--- src/rtl/dividend_rebuild_if.sv ---
// Operand/result bundle for the dividend rebuilder: Start plus A/Q/R in, B and status out.
// The master drives the request; the slave (the rebuilder) returns the result.
interface dividend_rebuild_if #(
  parameter int N = 8
);
  logic           Start;
  logic [N-1:0]   A;
  logic [N-1:0]   Q;
  logic [N-1:0]   R;
  logic [2*N-1:0] B;
  logic           Busy;
  logic           Done;
  logic           Invalid;

  modport master (
    output Start, A, Q, R,
    input  B, Busy, Done, Invalid
  );

  modport slave (
    input  Start, A, Q, R,
    output B, Busy, Done, Invalid
  );
endinterface

--- src/rtl/dividend_rebuild.sv ---
// Shift-add multiply-accumulate rebuilding a dividend B = Q*A + R over a fixed N cycles,
// the inverse of the restoring divider, with the same Start/Busy/Done handshake.
module dividend_rebuild #(
  parameter int N = 8
) (
  input  logic                CLK,
  input  logic                Reset_n,
  dividend_rebuild_if.slave   io_bus
);

  localparam int CW = (N > 1) ? $clog2(N) : 1;

  localparam logic [1:0] S_IDLE = 2'd0;
  localparam logic [1:0] S_CALC = 2'd1;
  localparam logic [1:0] S_DONE = 2'd2;

  logic [1:0]     r_state;
  logic [2*N-1:0] r_acc;
  logic [2*N-1:0] r_mcand;
  logic [N-1:0]   r_mplier;
  logic [CW-1:0]  r_count;
  logic           r_inv_pend;
  logic [2*N-1:0] r_b;
  logic           r_busy;
  logic           r_done;
  logic           r_invalid;

  logic [2*N-1:0] w_addend;
  logic [2*N-1:0] w_sum;
  logic           w_last;
  logic           w_check;

  // Partial-product selection, next accumulator value and operand check
  always_comb begin
    w_addend = {(2*N){1'b0}};
    if (r_mplier[0]) begin
      w_addend = r_mcand;
    end else begin
      w_addend = {(2*N){1'b0}};
    end
    // No carry out is possible: the largest result is 2^2N - 2^N.
    w_sum   = r_acc + w_addend;
    w_last  = (r_count == CW'(N - 1));
    w_check = (io_bus.A == {N{1'b0}}) | (io_bus.R >= io_bus.A);
  end

  // Control FSM, datapath registers and registered outputs
  always_ff @(posedge CLK or negedge Reset_n) begin
    if (!Reset_n) begin
      r_state    <= S_IDLE;
      r_acc      <= {(2*N){1'b0}};
      r_mcand    <= {(2*N){1'b0}};
      r_mplier   <= {N{1'b0}};
      r_count    <= {CW{1'b0}};
      r_inv_pend <= 1'b0;
      r_b        <= {(2*N){1'b0}};
      r_busy     <= 1'b0;
      r_done     <= 1'b0;
      r_invalid  <= 1'b0;
    end else begin
      case (r_state)
        S_IDLE, S_DONE: begin
          if (io_bus.Start) begin
            r_acc      <= {{N{1'b0}}, io_bus.R};
            r_mcand    <= {{N{1'b0}}, io_bus.A};
            r_mplier   <= io_bus.Q;
            r_count    <= {CW{1'b0}};
            r_inv_pend <= w_check;
            r_done     <= 1'b0;
            r_busy     <= 1'b1;
            r_state    <= S_CALC;
          end else begin
            r_state    <= r_state;
          end
        end
        S_CALC: begin
          r_acc    <= w_sum;
          r_mcand  <= {r_mcand[2*N-2:0], 1'b0};
          r_mplier <= {1'b0, r_mplier[N-1:1]};
          r_count  <= r_count + CW'(1);
          if (w_last) begin
            r_b       <= w_sum;
            r_done    <= 1'b1;
            r_busy    <= 1'b0;
            r_invalid <= r_inv_pend;
            r_state   <= S_DONE;
          end else begin
            r_state   <= S_CALC;
          end
        end
        default: begin
          r_state <= S_IDLE;
          r_busy  <= 1'b0;
          r_done  <= 1'b0;
        end
      endcase
    end
  end

  assign io_bus.B       = r_b;
  assign io_bus.Busy    = r_busy;
  assign io_bus.Done    = r_done;
  assign io_bus.Invalid = r_invalid;

endmodule
--- src/flat_wrapper.sv ---
// flat-port wrapper written by rule: the top's interface ports become plain ports
module dividend_rebuild_flat 
#(
  parameter int N = 8
)
  (CLK, Reset_n, io_bus_Start, io_bus_A, io_bus_Q, io_bus_R, io_bus_B, io_bus_Busy, io_bus_Done, io_bus_Invalid);
  dividend_rebuild_if #(.N(N)) io_bus_i ();
  input  logic CLK;
  input  logic Reset_n;
  input wire logic [$bits(io_bus_i.Start)-1:0] io_bus_Start;
  input wire logic [$bits(io_bus_i.A)-1:0] io_bus_A;
  input wire logic [$bits(io_bus_i.Q)-1:0] io_bus_Q;
  input wire logic [$bits(io_bus_i.R)-1:0] io_bus_R;
  output wire logic [$bits(io_bus_i.B)-1:0] io_bus_B;
  output wire logic [$bits(io_bus_i.Busy)-1:0] io_bus_Busy;
  output wire logic [$bits(io_bus_i.Done)-1:0] io_bus_Done;
  output wire logic [$bits(io_bus_i.Invalid)-1:0] io_bus_Invalid;
  assign io_bus_i.Start = io_bus_Start;
  assign io_bus_i.A = io_bus_A;
  assign io_bus_i.Q = io_bus_Q;
  assign io_bus_i.R = io_bus_R;
  assign io_bus_B = io_bus_i.B;
  assign io_bus_Busy = io_bus_i.Busy;
  assign io_bus_Done = io_bus_i.Done;
  assign io_bus_Invalid = io_bus_i.Invalid;
  dividend_rebuild #(.N(N)) u_core (.CLK(CLK), .Reset_n(Reset_n), .io_bus(io_bus_i));
endmodule
--- config.mk ---
export PLATFORM = sky130hd
export DESIGN_NAME = dividend_rebuild_flat
export DESIGN_NICKNAME = d
export VERILOG_FILES = /design/src/rtl/dividend_rebuild_if.sv /design/src/rtl/dividend_rebuild.sv /design/src/flat_wrapper.sv
export SDC_FILE = /design/constraint.sdc
export NUM_CORES = 1
export LEC_CHECK = 0
export BUFFER_PORTS_ARGS = -buffer_cell sky130_fd_sc_hd__buf_2
export CORE_MARGIN = 2
export CORE_UTILIZATION = 35
export DETAILED_ROUTE_END_ITERATION = 6
export SLEW_MARGIN = 10
export SYNTH_ARGS = -nofsm -noshare
export SYNTH_HDL_FRONTEND = slang
export SYNTH_SLANG_ARGS = --single-unit
--- constraint.sdc ---
create_clock -name CLK -period 2.3 [get_ports CLK]
set_clock_uncertainty 0.15 [all_clocks]
set_input_delay 0.115 -clock CLK [delete_from_list [all_inputs] [get_ports CLK]]
set_output_delay 0.115 -clock CLK [all_outputs]
set_load 0.01 [all_outputs]
==> flow_summary.ini, run 1 <==
[clock_network]
cts_made_buffers = 9
htree_num_levels = 3
clock-sinks = 65
cts_root_buffer = sky130_fd_sc_hd__clkbuf_8
worst_skew_pair_latency_ns = 0.35
cts_tree = done
clk_path_buf_depth = 2
clk_pin_slew_worst_paths_ns = 0.08

[sta]
rsz_0062_raised_after_global_routing = true
clock.fmax_ghz = 0.408
layout_min_cycle_time_ns = 2.45
worst_pin_slew_ns = 0.962
fin_worst_hold_slack_ns = 0.0196
setup_slack_ns = -0.149
timing.final.setup_violations = 4
timing.max_slew.rel_slack_pct = 35.6
layout_worst_path_cycle_share_pct = 106
timing.final.max_slew_violations = 0
final_hold_viol_count = 0

[synthesis]
yosysTopAreaCellShare_pct = 45.6
postSynthRegisterBits = 65
synth.lib_cells_used.distinct = 41
netlist_instances = 389
synth_nets = 442
synth-warning-count = 0
netlist.top_cell.by_area = sky130_fd_sc_hd__dfrtp_1
synth.area.top_cells = sky130_fd_sc_hd__dfrtp_1, sky130_fd_sc_hd__ha_1, sky130_fd_sc_hd__nand2_1, sky130_fd_sc_hd__o21ai_0, sky130_fd_sc_hd__nor2_1
post-synth-top-count-cell = sky130_fd_sc_hd__dfrtp_1
ys_async_sr_fraction_pct = 100
yosys-top-cells-count = sky130_fd_sc_hd__dfrtp_1, sky130_fd_sc_hd__nand2_1, sky130_fd_sc_hd__nor2_1
number_of_flops_mapped_to_enable_cells_by_yosys = 0
syn_avg_cell_area_um2 = 9.17
synth.yosys.seq_area_share_pct = 45.6
syn-cell-area_um2 = 3570
postSynth.topFlopCell = sky130_fd_sc_hd__dfrtp_1

[floorplan]
die_area_um2 = 11000
initial_utilization_pct = 36.3
core_area_um2 = 9820
die_height_um = 105
rows = 36
ios = 46
floorplan.die.width_um = 105

[finish]
finish.utilization_pct = 50.5
multi_input_comb_area_um2 = 2110
finalNetCount = 542
fillCellCount = 920
final-instance-count-excl-fill = 627
sequential_cell_area_um2 = 1630
insertedDiodeCount = 0
ratio_of_cells_with_drive_above_1_in_the_final_layout_pct = 28.3
synthToLayoutAreaGrowth_pct = 39.1

[power_and_ir_drop]
peakVddDrop_mv = 0.652
power-per-cell-area_nw_per_um2 = 1660
power.leakage_nw = 2.28

[flow_run]
drv_cap = 0

[routing]
wl_per_cell_um = 14.1
antenna_violating_nets_post_route = 0
drt_iter0_drc = 102
dr_pass1_iterations = 4
routed_wirelength_um = 8860
via_per_inst = 5.03
drcViolationCount = 0
dr_total_vias = 3152

[grt]
grt_remaining_overflow = 0
vias_in_the_first_global_route = 2988
groute.usage.overall_pct = 16.6
antenna_violations_before_repair = 0
grt_start_max_net_pins = 29
wire_length_of_the_first_global_routing_pass_um = 14700

[place]
hpwlAfterDp_um = 6240
numPlacedInstances = 580
globalplace.congestion = 0.825
io_buffer_count = 45

[worst_setup_path]
worst_ep_required_time_ns = 2.40
critical_path.startpoint_type = register
worst-endpoint-arrival_ns = 2.55
timing.setup.critical_path_class = reg -> reg
cp-end-kind = register
path_max_fanout = 4

[worst_hold_path]
hold_path.class = in -> reg

[run_status]
violations_in_the_final_reports = setup timing
outcome = finished, violations left
## area by class of cell
type                    instances  area share (%)
multi-input cells             295            42.6
flip-flops and latches         65            32.8
repair buffers                106            15.5
well taps                     133            3.35
clock buffers                  11            2.85
clock inverters                 5            2.07
inverters                      12           0.907
## path summary, 6_finish.rpt
path	start	endpoint	slack, ns	cells after the start
max	u_core.r_mplier[0]	u_core.r_acc[13]	-0.15	9
min	io_bus_R[6]	u_core.r_acc[6]	0.02	4
max reg2reg	u_core.r_mplier[0]	u_core.r_acc[13]	-0.15	9
min reg2reg	u_core.io_bus.B[2]	u_core.io_bus.B[2]	0.32	2
max in group asynchronous	Reset_n	u_core.r_acc[6]	1.11	3
min in group asynchronous	Reset_n	u_core.r_state[1]	0.16	2
## stage by stage
step,setup slack (ns),setup TNS [ns],power [mW],area (um2)
2_1_floorplan,-0.0268,-0.0327,4.84,3640
3_3_place_gp,-0.115,-0.618,6.03,4170
3_5_place_dp,-0.174,-1.28,6.14,4170
4_1_cts,-0.162,-0.257,7.76,4810
5_1_grt,-0.240,-1.55,8.90,4960
6_report,-0.149,-0.263,8.25,4960
## sequential cells by signal (all words and copies together) (netlist names)
register and cells:
u_core.r_state 2, u_core.r_mplier 8, u_core.r_mcand 16, u_core.io_bus.Busy 1, u_core.r_count 3, u_core.r_acc 16, u_core.r_inv_pend 1, u_core.io_bus.Done 1
u_core.io_bus.Invalid 1, u_core.io_bus.B 16
## kinds of logic (layout without fill, tap and decap cells)
family                   after synthesis  in the layout  share of synthesized area [%]
AND/OR/NAND/NOR                      146            146                           18.3
AO/OA/AOI/OAI                        105            105                           18.5
flip-flops                            65             65                           45.6
buffers and inverters                 29            134                           3.61
adder cells (fa/ha/maj)               26             26                           9.33
XOR/XNOR                              14             14                           3.44
multiplexers                           4              4                           1.19
## routing by layer
metal  GRT usage [%]  part of all wire [%]  vias to the layer above
li1                -                     -                     1557
met1            22.0                    48                     1507
met2            26.5                    46                       73
met3            4.87                   3.8                       15
met4            4.57                   1.7                        0
met5               0                     0                        -
## report_power, final
part           total [mW]  internal [mW]  switching, mW
registers            2.09           1.70          0.388
logic                4.95           2.42           2.53
clock network        1.21          0.748          0.459
total                8.25           4.88           3.38
## critical path: stages (launching register included)
cell                       delay (ns)
sky130_fd_sc_hd__dfrtp_1         0.43
sky130_fd_sc_hd__buf_6           0.15
sky130_fd_sc_hd__and2_4          0.16
sky130_fd_sc_hd__ha_4            0.23
sky130_fd_sc_hd__a21oi_4         0.13
sky130_fd_sc_hd__o211ai_1        0.11
sky130_fd_sc_hd__a211oi_2        0.27
sky130_fd_sc_hd__a21oi_2         0.10
sky130_fd_sc_hd__or3_4           0.37
sky130_fd_sc_hd__a32o_1          0.25
## cell usage in the layout, fill, tap and decap left out, types with 11 or more instances in the layout
master                          synthesis  final
sky130_fd_sc_hd__dlygate4sd3_1          0     25
sky130_fd_sc_hd__a21oi_1               24     18
sky130_fd_sc_hd__buf_4                  0     32
sky130_fd_sc_hd__inv_1                 12     11
sky130_fd_sc_hd__dfrtp_1               65     65
sky130_fd_sc_hd__ha_1                  25     13
sky130_fd_sc_hd__nor2_1                40     39
sky130_fd_sc_hd__a22o_1                12     12
sky130_fd_sc_hd__o21ai_0               32     13
sky130_fd_sc_hd__and2_1                18     15
sky130_fd_sc_hd__buf_2                  0     45
sky130_fd_sc_hd__o21ai_1                0     17
sky130_fd_sc_hd__nand2_1               61     60
## what timing repair did
action | in CTS | in global routing
endpoints found under the hold margin | 52 | 0
pin swaps | 13 | 22
setup endpoints to repair | 16 | 22
setup buffers | 2 | 6
hold buffers | 25 | 0
resized for setup | 24 | 37
Note: power is estimated with default switching activity, not from simulation.
==> run 2, diff against run 1 <==
--- a/config.mk
+++ b/config.mk
@@ -5,6 +5,7 @@
 export SDC_FILE = /design/constraint.sdc
 export NUM_CORES = 1
 export LEC_CHECK = 0
+export ABC_AREA = 1
 export BUFFER_PORTS_ARGS = -buffer_cell sky130_fd_sc_hd__buf_2
 export CORE_MARGIN = 2
 export CORE_UTILIZATION = 35
==> flow_summary.ini, run 2 <==
[synthesis]
syn_avg_cell_area_um2 = 7.49
synth.lib_cells_used.distinct = 32
postSynth.topFlopCell = sky130_fd_sc_hd__dfrtp_1
yosysTopAreaCellShare_pct = 41.6
netlist.top_cell.by_area = sky130_fd_sc_hd__dfrtp_1
synth_top_family_by_area = simple AND/OR/NAND/NOR gates
synth_compound_gate_area_share_pct = 10.6
yosys.area_share.simple_pct = 27.3
yosys.area_share.xor_xnor_pct = 0.897
postSynthRegisterBits = 65
yosys-top-cells-count = sky130_fd_sc_hd__nand2_1, sky130_fd_sc_hd__inv_1, sky130_fd_sc_hd__dfrtp_1
synth-warning-count = 0
ys_async_sr_fraction_pct = 100
fraction_of_synthesized_area_in_multiplexers_pct = 0
netlist_instances = 522
syn-cell-area_um2 = 3910
synth.yosys.seq_area_share_pct = 41.6
synth_nets = 575
synth_fa_ha_area_share_pct = 8.52
post-synth-top-count-cell = sky130_fd_sc_hd__nand2_1
synth.area.top_cells = sky130_fd_sc_hd__dfrtp_1, sky130_fd_sc_hd__nand2_1, sky130_fd_sc_hd__ha_1, sky130_fd_sc_hd__inv_1, sky130_fd_sc_hd__nand3_1
number_of_flops_mapped_to_enable_cells_by_yosys = 0

[finish]
ratio_of_cells_with_drive_above_1_in_the_final_layout_pct = 13.6
most_common_library_cell_in_the_layout_ignoring_fill_and_taps = sky130_fd_sc_hd__nand2_1
multi_input_comb_area_um2 = 1890
insertedDiodeCount = 0
synthToLayoutAreaGrowth_pct = 20.1
fillCellCount = 1095
sequential_cell_area_um2 = 1630
finish.utilization_pct = 43.1
mostFrequentLayoutCells = sky130_fd_sc_hd__nand2_1, sky130_fd_sc_hd__inv_1, sky130_fd_sc_hd__dfrtp_1
finalNetCount = 642

[clock_network]
clk_path_buf_depth = 2
cts_made_buffers = 9
cts_tree = done
cts_root_buffer = sky130_fd_sc_hd__clkbuf_8
clock-sinks = 65
clk_pin_slew_worst_paths_ns = 0.08
htree_num_levels = 3
worst_skew_pair_latency_ns = 0.34

[grt]
antenna_violations_before_repair = 0
groute.usage.overall_pct = 16.9
grt_start_max_net_pins = 66
wire_length_of_the_first_global_routing_pass_um = 15900
grt_remaining_overflow = 0
vias_in_the_first_global_route = 3444

[sta]
timing.final.setup_violations = 0
timing.max_slew.rel_slack_pct = 73.7
clock.fmax_ghz = 0.471
worst_pin_slew_ns = 0.395
layout_min_cycle_time_ns = 2.12
final_hold_viol_count = 0
layout_worst_path_cycle_share_pct = 92.3
rsz_0062_raised_after_global_routing = false
timing.final.max_slew_violations = 0
setup-tns-final_ns = 0

[worst_setup_path]
timing.critical_path.mode_cell = sky130_fd_sc_hd__nand2_1
r2r_end = u_core.r_acc[15]
worst-endpoint-arrival_ns = 2.20
crit_path_top_delay_cell = sky130_fd_sc_hd__dfrtp_1
critical_path.startpoint_type = register
ff2ff_path_depth = 12
cp.buffers_inverters = 3
timing.setup.critical_path_class = reg -> reg
critical_path_cell_count = 12
critical-path-max-stage-delay_ns = 0.41
worst_ep_required_time_ns = 2.38
cp-startpoint = u_core.r_mplier[0]
worstPathCellList = buf_4 -> nand2_1 -> inv_1 -> ha_1 -> nand2_1 -> inv_1 -> a21oi_1 -> nand2_1 -> nand2_1 -> nand3_1 -> nand3_1 -> nand2_1
timing.critical_path.to = u_core.r_acc[15]
timing.reg2reg.setup_slack_ns = 0.18
cpLargestDelayFamily = simple AND/OR/NAND/NOR gates
critical_path.reg2reg.startpoint = u_core.r_mplier[0]
path_max_fanout = 13
cp-end-kind = register

[floorplan]
initial_utilization_pct = 35.9
core_area_um2 = 10900
die_area_um2 = 12000
floorplan.die.width_um = 110
rows = 38
ios = 46
die_height_um = 110

[routing]
dr_total_vias = 3431
drcViolationCount = 0
routed_wirelength_um = 9170
drt_iter0_drc = 186
wl_per_cell_um = 12.5
via_per_inst = 4.67
antenna_violating_nets_post_route = 0
dr_pass1_iterations = 5

[worst_hold_path]
hold_path.class = in -> reg

[power_and_ir_drop]
power.leakage_nw = 2.64
power-per-cell-area_nw_per_um2 = 1430
peakVddDrop_mv = 0.591

[place]
hpwlAfterDp_um = 6520
io_buffer_count = 45
globalplace.congestion = 0.811

[flow_run]
drv_cap = 0

[run_status]
outcome = completed
[run 2: layer usage]
| layer | GRT usage [%] | share of wire (%) | wire (um) |
|---|---|---|---|
| met1 | 22.5 | 49 | 4520 |
| met4 | 5.15 | 0.93 | 85 |
| met3 | 2.85 | 4.0 | 365 |
| met5 | 0 | 0 | 0 |
| met2 | 28.0 | 46 | 4200 |
[run 2: kinds of logic after synthesis]
group / count (synthesis)
xor+xnor: 4
simple gates: 257
buf+inv: 100
fa+ha+maj: 26
compound gates: 70
flops: 65
[run 2: worst min path at each step]
stage / from / end / slack [ns] / cells past startpoint
floorplan: Reset_n / u_core.io_bus.B[0] / -0.33 / 0
global placement: Reset_n / u_core.io_bus.B[12] / 0.006 / 2
detailed placement: Reset_n / u_core.io_bus.B[12] / 0.009 / 2
CTS: io_bus_R[2] / u_core.r_acc[2] / 0.004 / 3
global route: io_bus_R[2] / u_core.r_acc[2] / 0.02 / 3
finish: io_bus_R[2] / u_core.r_acc[2] / 0.02 / 3
[run 2: where the power goes]
part / switching, mW / internal (mW)
Sequential: 0.313 / 1.68
Combinational: 2.37 / 1.36
Clock: 0.472 / 0.504
[run 2: timing repair]
item	CTS	global route
resized for setup	0	5
setup buffers	0	3
hold buffers	20	0
hold endpoints to repair	84	0
endpoints found under the setup margin	0	9
[run 2: layout make-up]
| class | count | area share, % |
|---|---|---|
| clock buffers | 10 | 2.72 |
| clock inverters | 6 | 1.44 |
| inverters | 85 | 6.96 |
| multi-input cells | 357 | 40.2 |
| flip-flops and latches | 65 | 34.7 |
| well taps | 140 | 3.73 |
| repair buffers | 71 | 10.3 |
[run 2: tightest hold or removal path, delay by kind of cell]
kind                   cells  cell delay, ns
buffers and inverters      1            0.09
AO/OA/AOI/OAI              2            0.27
[run 2: through the flow]
step / power, mW / hold slack, ns / cell area [um2] / instances / worst slack, ns
3_5_place_dp: 5.64 / 0.00893 / 4240 / 695 / 0.111
6_report: 6.70 / 0.0153 / 4690 / 734 / 0.178
4_1_cts: 6.69 / 0.00382 / 4630 / 731 / 0.103
5_1_grt: 7.44 / 0.0175 / 4690 / 734 / 0.00314
3_3_place_gp: 5.59 / 0.00643 / 4240 / 695 / 0.169
2_1_floorplan: 4.82 / -0.331 / 3910 / 522 / 0.207
==> run 3, diff against run 2 <==
--- a/config.mk
+++ b/config.mk
@@ -10,6 +10,7 @@
 export CORE_MARGIN = 2
 export CORE_UTILIZATION = 35
 export DETAILED_ROUTE_END_ITERATION = 6
+export RECOVER_POWER = 25
 export SLEW_MARGIN = 10
 export SYNTH_ARGS = -nofsm -noshare
 export SYNTH_HDL_FRONTEND = slang
==> constraint.sdc (replaced) <==
create_clock -name CLK -period 2.1 [get_ports CLK]
set_clock_uncertainty 0.15 [all_clocks]
set_input_delay 0.105 -clock CLK [delete_from_list [all_inputs] [get_ports CLK]]
set_output_delay 0.105 -clock CLK [all_outputs]
set_load 0.01 [all_outputs]
==> flow_summary.ini, run 3 (same netlist as run 2, synthesis figures left out) <==
[grt]
antenna_violations_before_repair = 0
groute.usage.overall_pct = 17.2
grt_start_max_net_pins = 66
globalRouteMet2Util_pct = 28.3
vias_in_the_first_global_route = 3560
grtUsageMet3_pct = 3.38
wire_length_of_the_first_global_routing_pass_um = 16100
grt_util_met1_pct = 22.5
grt_remaining_overflow = 0
busiest_layer_in_global_routing = met2

[place]
pre_cts_slack_ns = -0.0528
globalplace.congestion = 0.798
numPlacedInstances = 700
io_buffer_count = 45
hpwlAfterDp_um = 6670

[routing]
drcViolationCount = 0
wl_per_cell_um = 13.9
drt_iter0_drc = 155
antenna_violating_nets_post_route = 0
via_per_inst = 4.83
routed_wirelength_um = 10300
dr_total_vias = 3597
dr_pass1_iterations = 6

[worst_hold_path]
hold_path.class = in -> reg

[clock_network]
clock-sinks = 65
cts_root_buffer = sky130_fd_sc_hd__clkbuf_8
clk_pin_slew_worst_paths_ns = 0.08
cts_tree = done
cts_made_buffers = 9
clk_path_buf_depth = 2
htree_num_levels = 3
worst_skew_pair_latency_ns = 0.35

[floorplan]
initial_utilization_pct = 35.9
die_area_um2 = 12000
ios = 46
floorplan.die.width_um = 110
core_area_um2 = 10900
die_height_um = 110
rows = 38

[worst_setup_path]
timing.setup.critical_path_class = reg -> reg
worst-endpoint-arrival_ns = 2.18
ff2ff_path_depth = 12
cp-end-kind = register
cp-startpoint = u_core.r_mplier[0]
timing.critical_path.to = u_core.r_acc[4]
timing.reg2reg.setup_slack_ns = 0.05
critical_path.reg2reg.startpoint = u_core.r_mplier[0]
r2r_end = u_core.r_acc[4]
critical_path.startpoint_type = register
worst_ep_required_time_ns = 2.23
path_max_fanout = 4

[sta]
fin_worst_hold_slack_ns = 0.0181
layout_min_cycle_time_ns = 2.05
worst_pin_slew_ns = 0.895
setup_slack_ns = 0.0502
clock.fmax_ghz = 0.488
final_hold_viol_count = 0
layout_worst_path_cycle_share_pct = 97.6
setup-tns-final_ns = 0
timing.final.setup_violations = 0
rsz_0062_raised_after_global_routing = true
timing.final.max_slew_violations = 0
timing.max_slew.rel_slack_pct = 40.3

[power_and_ir_drop]
power.leakage_nw = 2.79
power-per-cell-area_nw_per_um2 = 1690
p_total_mw = 8.78
peakVddDrop_mv = 0.662

[finish]
finalNetCount = 653
fillCellCount = 1027
multi_input_comb_area_um2 = 2280
sequential_cell_area_um2 = 1630
insertedDiodeCount = 0
mostFrequentLayoutCells = sky130_fd_sc_hd__nand2_1, sky130_fd_sc_hd__inv_1, sky130_fd_sc_hd__dfrtp_1
most_common_library_cell_in_the_layout_ignoring_fill_and_taps = sky130_fd_sc_hd__nand2_1
final-instance-count-excl-fill = 745
ratio_of_cells_with_drive_above_1_in_the_final_layout_pct = 29.4
synthToLayoutAreaGrowth_pct = 33.1

[run_status]
outcome = completed

[flow_run]
drv_cap = 0
-- run 3: cell types whose count changed in the layout (fill, tap and decap cells not counted), moves of 4 or more --
cell / delta
sky130_fd_sc_hd__buf_4: +6
sky130_fd_sc_hd__nor2_1: -4
sky130_fd_sc_hd__nand2_4: +6
sky130_fd_sc_hd__inv_1: -16
sky130_fd_sc_hd__nand3_1: -8
sky130_fd_sc_hd__nand2_2: +35
sky130_fd_sc_hd__nand3_2: +6
sky130_fd_sc_hd__ha_4: +11
sky130_fd_sc_hd__ha_1: -12
sky130_fd_sc_hd__inv_2: +15
sky130_fd_sc_hd__nand2_1: -41
-- run 3: critical path, stage by stage, from the launching register on --
cell and delay, ns:
sky130_fd_sc_hd__dfrtp_2 0.43, sky130_fd_sc_hd__nand2_2 0.07, sky130_fd_sc_hd__inv_2 0.06, sky130_fd_sc_hd__ha_4 0.12, sky130_fd_sc_hd__inv_2 0.04, sky130_fd_sc_hd__fa_2 0.38
sky130_fd_sc_hd__inv_2 0.08, sky130_fd_sc_hd__nand3_2 0.08, sky130_fd_sc_hd__nand3_4 0.09, sky130_fd_sc_hd__buf_6 0.11, sky130_fd_sc_hd__xor2_2 0.13, sky130_fd_sc_hd__nand2_1 0.09
sky130_fd_sc_hd__a21oi_1 0.16
-- run 3: cell type report --
| class | instances | share of cell area (%) |
|---|---|---|
| Multi-Input combinational cell | 357 | 43.8 |
| Inverter | 85 | 6.33 |
| Timing Repair Buffer | 82 | 10.9 |
| Sequential cell | 65 | 31.3 |
| Tap cell | 140 | 3.37 |
| Clock inverter | 4 | 1.47 |
| Clock buffer | 12 | 2.79 |
-- run 3: worst min path at each step --
stage | end | slack, ns | from | depth (start not counted)
2_1_floorplan | u_core.io_bus.B[0] | -0.34 | Reset_n | 0
3_3_place_gp | u_core.io_bus.B[12] | -0.004 | Reset_n | 2
3_5_place_dp | u_core.io_bus.B[12] | 0.002 | Reset_n | 2
4_1_cts | u_core.r_acc[0] | 0.004 | io_bus_R[0] | 5
5_1_grt | u_core.r_acc[3] | 0.02 | io_bus_R[3] | 3
6_report | u_core.r_acc[0] | 0.02 | io_bus_R[0] | 5
-- run 3: metrics by stage --
stage          area (um2)  utilization (%)
3_3_place_gp         4280             39.3
6_report             5200             47.8
2_1_floorplan        3910                -
5_1_grt              5200             47.8
4_1_cts              4760             43.7
3_5_place_dp         4280             39.3
-- run 3: per-layer routing --
metal	part of all wire, %	up-vias	routed length (um)
li1	-	1810	-
met1	46	1687	4750
met2	48	79	4980
met3	3.8	21	395
met4	2.1	0	222
met5	0	-	0
-- run 3: what timing repair did --
item	in CTS	in global routing
pin swaps	2	33
endpoints found under the setup margin	9	22
buffers inserted	0	6
hold buffers	22	0
resized for setup	6	110
gates cloned	0	1
endpoints found under the hold margin	87	0
-- run 3: power by group --
group	leakage, nW	switching, mW	internal, mW	total [mW]
Sequential	0.807	0.396	1.84	2.24
Clock	0.107	0.507	0.705	1.21
Combinational	1.87	3.23	2.10	5.33
Total	2.79	4.13	4.65	8.78
